File: config.mk
export PLATFORM = sky130hd
export DESIGN_NAME = aes_block_serializer
export DESIGN_NICKNAME = d
export VERILOG_FILES = /design/src/rtl/aes_vp_pkg.sv /design/src/rtl/aes_block_serializer_piso.sv /design/src/rtl/aes_block_serializer.sv
export SDC_FILE = /design/constraint.sdc
export NUM_CORES = 1
export LEC_CHECK = 0
export ABC_AREA = 1
export CORE_MARGIN = 2
export CORE_UTILIZATION = 50
export CTS_CLUSTER_SIZE = 28
export DETAILED_ROUTE_END_ITERATION = 8
export MAX_ROUTING_LAYER = met4
export PLACE_DENSITY = 0.8
export SLEW_MARGIN = 20
export SYNTH_ARGS = -nofsm -noshare
export SYNTH_HDL_FRONTEND = slang
export SYNTH_SLANG_ARGS = --single-unit
File: constraint.sdc
create_clock -name clk -period 3 [get_ports clk]
set_clock_uncertainty 0.2 [all_clocks]
set_input_delay 0.9 -clock clk [delete_from_list [all_inputs] [get_ports clk]]
set_output_delay 0.9 -clock clk [all_outputs]
set_load 0.02 [all_outputs]
File: src/rtl/aes_vp_pkg.sv
// Shared definitions for the AES verification-platform blocks.
// Holds the block width and the serializer state encoding.
package aes_vp_pkg;

  localparam int AES_BLOCK_W = 128;

  typedef enum logic [0:0] {
    IDLE = 1'b0,
    SEND = 1'b1
  } ser_state_e;

endpackage

File: src/rtl/aes_block_serializer_piso.sv
// Parallel-load, left-shift register; exposes only the head slice that is on the wire.
// Load wins over shift so a back-to-back reload never sees a stale shift.
module piso_shift #(
  parameter int DATA_W  = 128,
  parameter int SHIFT_W = 8
) (
  input  logic              clk,
  input  logic              rst_n,
  input  logic              i_load,
  input  logic              i_shift,
  input  logic [DATA_W-1:0] i_data,
  output logic [SHIFT_W-1:0] o_head
);

  logic [DATA_W-1:0] r_shift;

  always_ff @(posedge clk or negedge rst_n) begin
    if (!rst_n) begin
      r_shift <= '0;
    end else if (i_load) begin
      r_shift <= i_data;
    end else if (i_shift) begin
      r_shift <= {r_shift[DATA_W-SHIFT_W-1:0], {SHIFT_W{1'b0}}};
    end
  end

  assign o_head = r_shift[DATA_W-1 -: SHIFT_W];

endmodule

File: src/rtl/aes_block_serializer.sv
// Pops 128-bit plaintext blocks from the generator FIFO and streams them MSB-first
// as OUT_W-bit valid/ready beats, counting every fully transmitted block.
module aes_block_serializer
  import aes_vp_pkg::*;
#(
  parameter int DATA_W = AES_BLOCK_W,
  parameter int OUT_W  = 8,
  parameter int CNT_W  = 16
) (
  input  logic              clk,
  input  logic              rst_n,
  input  logic              i_en,
  input  logic [DATA_W-1:0] i_fifo_data,
  input  logic              i_fifo_empty,
  output logic              o_fifo_pop,
  output logic [OUT_W-1:0]  o_out_data,
  output logic              o_out_valid,
  input  logic              i_out_ready,
  output logic              o_out_last,
  output logic              o_busy,
  output logic [CNT_W-1:0]  o_blk_cnt
);

  localparam int BEATS = DATA_W / OUT_W;
  localparam int BC_W  = (BEATS > 1) ? $clog2(BEATS) : 1;
  localparam logic [BC_W-1:0] LAST_BEAT = BC_W'(BEATS - 1);

  ser_state_e       r_state;
  logic [BC_W-1:0]  r_beat_cnt;
  logic             r_valid;
  logic [CNT_W-1:0] r_blk_cnt;

  logic w_accept;
  logic w_last_beat;
  logic w_load;
  logic w_shift;

  assign w_accept    = r_valid && i_out_ready;
  assign w_last_beat = (r_beat_cnt == LAST_BEAT);
  assign w_load      = i_en && !i_fifo_empty &&
                       ((r_state == IDLE) || ((r_state == SEND) && w_accept && w_last_beat));
  assign w_shift     = w_accept && !w_last_beat;

  // Gate with rst_n so the FIFO is never popped while the block is held in reset.
  assign o_fifo_pop  = w_load && rst_n;

  piso_shift #(
    .DATA_W  (DATA_W),
    .SHIFT_W (OUT_W)
  ) u_piso (
    .clk     (clk),
    .rst_n   (rst_n),
    .i_load  (w_load),
    .i_shift (w_shift),
    .i_data  (i_fifo_data),
    .o_head  (o_out_data)
  );

  always_ff @(posedge clk or negedge rst_n) begin
    if (!rst_n) begin
      r_state    <= IDLE;
      r_beat_cnt <= '0;
      r_valid    <= 1'b0;
    end else if (w_load) begin
      r_state    <= SEND;
      r_beat_cnt <= '0;
      r_valid    <= 1'b1;
    end else if (w_accept) begin
      if (!w_last_beat) begin
        r_beat_cnt <= r_beat_cnt + BC_W'(1);
      end else begin
        r_valid <= 1'b0;
        r_state <= IDLE;
      end
    end
  end

  always_ff @(posedge clk or negedge rst_n) begin
    if (!rst_n) begin
      r_blk_cnt <= '0;
    end else if (w_accept && w_last_beat) begin
      r_blk_cnt <= r_blk_cnt + CNT_W'(1);
    end
  end

  assign o_out_valid = r_valid;
  assign o_out_last  = r_valid && w_last_beat;
  assign o_busy      = (r_state == SEND);
  assign o_blk_cnt   = r_blk_cnt;

endmodule

==> summary.md <==
| Metric | Value |
|---|---|
| Synth Instances | 865 |
| Multi-input logic area | 2780 sq um |
| GRT overflow | 0 |
| Hold Path Class | reg2reg |
| Drt drc | 0 |
| DP Cell Count | 1158 |
| H-tree depth | 4 |
| Final Critical Period | 2910 ps |
| Storage cell area | 3730 sq um |
| Clock tree sinks | 149 |
| TritonCTS buffer count | 17 |
| Largest area contributor in the netlist | dfrtp_1 |
| Area Growth Syn to Fin | 33.6% |
| Vias in the first global route | 6065 |
| Pleak | 4.39 nW |
| Worst-Skew Late Latency | 410 ps |
| Syn Nets | 1000 |
| Worst Slack Setup Final | 92.3 ps |
| EDFF count, synth | 0 |
| ANT nets after route | 0 |
| Max Clock Freq | 344 MHz |
| Port bufs | 160 |
| Int Power | 4.84 mW |
| Fin cells | 1196 |
| Post-route design area | 9260 sq um |
| Final HPWL DP | 11300 um |
| Worst-margin pin slew | 974 ps |
| Reg clk slew, reported paths | 60 ps |
| Core ar. | 13700 sq um |
| Top cell type's share of synthesized area | 0.538 |
| Net switching share of the total power | 0.327 |
| Place WS | -660 ps |
| Die area | 14800 sq um |
| Worst path slowest cell | clkdlybuf4s50_1 |
| Hold depth | 2 |
| Critical path class | in2out |
| P per Cell Area | 778 nW/um^2 |
| Via Count | 6386 |
| Slew Limit Fails | 0 |
| DIE WIDTH | 122 um |
| Maximum vdd drop | 0.362 mV |
| Clock power share | 0.269 |
| Die Y | 122 um |
| Diodes inserted | 0 |
| Sequential share of power | 0.442 |
| Synth async-reset ratio | 1.00 |
| Yosys cell types | 21 |
| RSZ-0062 raised after global routing | false |
| Crit path DAT | 1810 ps |
| Placed Area | 8650 sq um |
| Fillers | 1148 |
| CTS tree | built |
| Most frequent CP cell | nor2_4 |
| # setup viols final | 0 |
| Share of layout cells above drive strength 1 | 0.0600 |
| Starting Density | 0.505 |
| Yosys warnings | 0 |
| Synthesized cell area | 6930 sq um |
| Avg Cell Area, Syn | 8.01 sq um |
| Max FO, Critical Path | 2 |
| Total track usage | 0.250 |
| Top cells by area, synth | dfrtp_1, nand3_1, nand2_1, buf_4, buf_2 |
| Placer congestion estimate | 0.866 |
| First-pass GRT wire length | 28500 um |
| Switch Pwr | 2.36 mW |
| Fin Setup TNS | 0 ps |
| Num rows | 43 |
| Post-Route WL | 17200 um |
| Combinational power share | 0.290 |
| Outcome | completed |
| CP Launch Type | input port |
| Max-cap viol count | 0 |
| R2R depth | 12 |
| Post-synth top cells | nand2_1, nand3_1, dfrtp_1 |
| Pin count of the biggest net entering global routing | 89 |
| FF+latch count, synth | 149 |
| CP Cell Sequence | clkdlybuf4s50_1, inv_1, nor2_4, nand2_4, nor2_4, buf_6 |
| Initial drt markers | 542 |
| Period utilization | 0.969 |
| Slew headroom | 0.351 |
| Worst R2R Start | r_beat_cnt[0] |
| Largest stage delay, worst path | 450 ps |
| Initial antenna violation count | 0 |
| Most frequent cell after synthesis | nand2_1 |
| Setup slack, reg-to-reg | 500 ps |
| Ports | 161 |
| Hold Fails Final Rpt | 0 |
| Most used flip-flop cell after synthesis | dfrtp_1 |
| Sequential area share after synthesis | 0.538 |
| Drt pass-1 iters | 5 |
| Hold EP | u_piso.r_shift[80] |
| Hold_sp | u_piso.r_shift[72] |
| Final #Nets | 1139 |
| Buffer depth of the longest clock path | 2 |
| WL/cell | 14.4 um |
| Worst Path Required | 1900 ps |
| Via density | 5.34 |
| CTS root buffer | clkbuf_16 |
| RR Endpoint | u_piso.r_shift[118] |
| CP Capture Type | output pin |
## cell families (layout without fill, tap and decap cells)
| logic type | after synthesis | count (layout) | share of synthesized area |
|---|---|---|---|
| AO/OA/AOI/OAI | 16 | 16 | 0.0116 |
| XOR/XNOR | 7 | 7 | 0.00885 |
| adder cells (fa/ha/maj) | 2 | 2 | 0.00361 |
| buffers and inverters | 93 | 244 | 0.0659 |
| flip-flops | 149 | 149 | 0.538 |
| AND/OR/NAND/NOR | 598 | 598 | 0.372 |
## metal layers
layer,routed length (um),track usage,share of wire
met2,8560,0.391,0.50
met4,265,0.0848,0.015
met1,7630,0.335,0.44
met5,0,-,0
met3,785,0.0426,0.046
## cells in the final DEF, fill, tap and decap left out
| master | synthesis | layout |
|---|---|---|
| a21oi_1 | 2 | 2 |
| buf_12 | 0 | 7 |
| buf_4 | 18 | 17 |
| buf_6 | 1 | 3 |
| clkbuf_1 | 17 | 6 |
| clkbuf_16 | 0 | 17 |
| clkbuf_8 | 0 | 5 |
| clkdlybuf4s50_1 | 0 | 156 |
| clkinv_2 | 0 | 3 |
| clkinvlp_4 | 0 | 1 |
| dfrtp_1 | 149 | 149 |
| dlygate4sd2_1 | 0 | 2 |
| ha_1 | 2 | 2 |
| inv_1 | 25 | 25 |
| inv_2 | 3 | 1 |
| inv_4 | 0 | 1 |
| nand2_1 | 317 | 315 |
| nand2_2 | 2 | 1 |
| nand2_4 | 0 | 3 |
| nand3_1 | 246 | 246 |
| nand3b_1 | 3 | 3 |
| nand4_1 | 3 | 3 |
| nor2_1 | 25 | 23 |
| nor2_4 | 0 | 2 |
| nor3_1 | 2 | 2 |
| o21ai_0 | 13 | 13 |
| o21ai_1 | 1 | 1 |
| xnor2_1 | 4 | 4 |
| xor2_1 | 3 | 3 |
## power groups by stage
stage / Clock (mW) / Sequential, mW / Combinational [mW]
finish: 1.93 / 3.18 / 2.09
global route: 2.05 / 3.26 / 2.37
CTS: 1.97 / 3.17 / 2.11
detailed placement: 0 / 3.20 / 2.06
global placement: 0 / 3.17 / 2.00
floorplan: 0 / 3.10 / 1.41
## worst max-delay path, delay by kind of cell
kind	cells	cell delay (ps)
buffers and inverters	3	620
and+or+nand+nor	3	280
## per-stage QoR
stage                     hold slack (ps)   util  power, mW
final                                 289  0.675       7.20
after global routing                  313  0.675       7.67
after CTS                             293  0.674       7.24
after detailed placement              280  0.630       5.26
after global placement                271  0.630       5.18
after floorplan                       266      -       4.51
## area by class of cell
type,instances,share of cell area
tap,180,0.0243
sequential,149,0.403
inverter,28,0.0118
multi-input combinational,623,0.300
clock inverter,3,0.00189
timing repair buffer,185,0.203
clock buffer,28,0.0558
## sequential cells by signal, indices dropped and copies added (netlist names)
signal and flops:
o_out_valid 1, o_blk_cnt 16, u_piso.r_shift 128, r_beat_cnt 4
## worst max path at each step
stage | start | endpoint | slack (ps)
after floorplan | i_out_ready | o_fifo_pop | 10
after global placement | i_out_ready | o_fifo_pop | -650
after detailed placement | i_out_ready | o_fifo_pop | -660
after CTS | i_en | o_fifo_pop | 30
after global routing | i_en | o_fifo_pop | 20
final | i_en | o_fifo_pop | 90
## repair_timing
action	CTS	global route
resized for setup	12	3
hold buffers	0	0
setup endpoints to repair	80	5
pin swaps	3	0
setup buffers	7	0
Power figures use the tool's default switching activity.
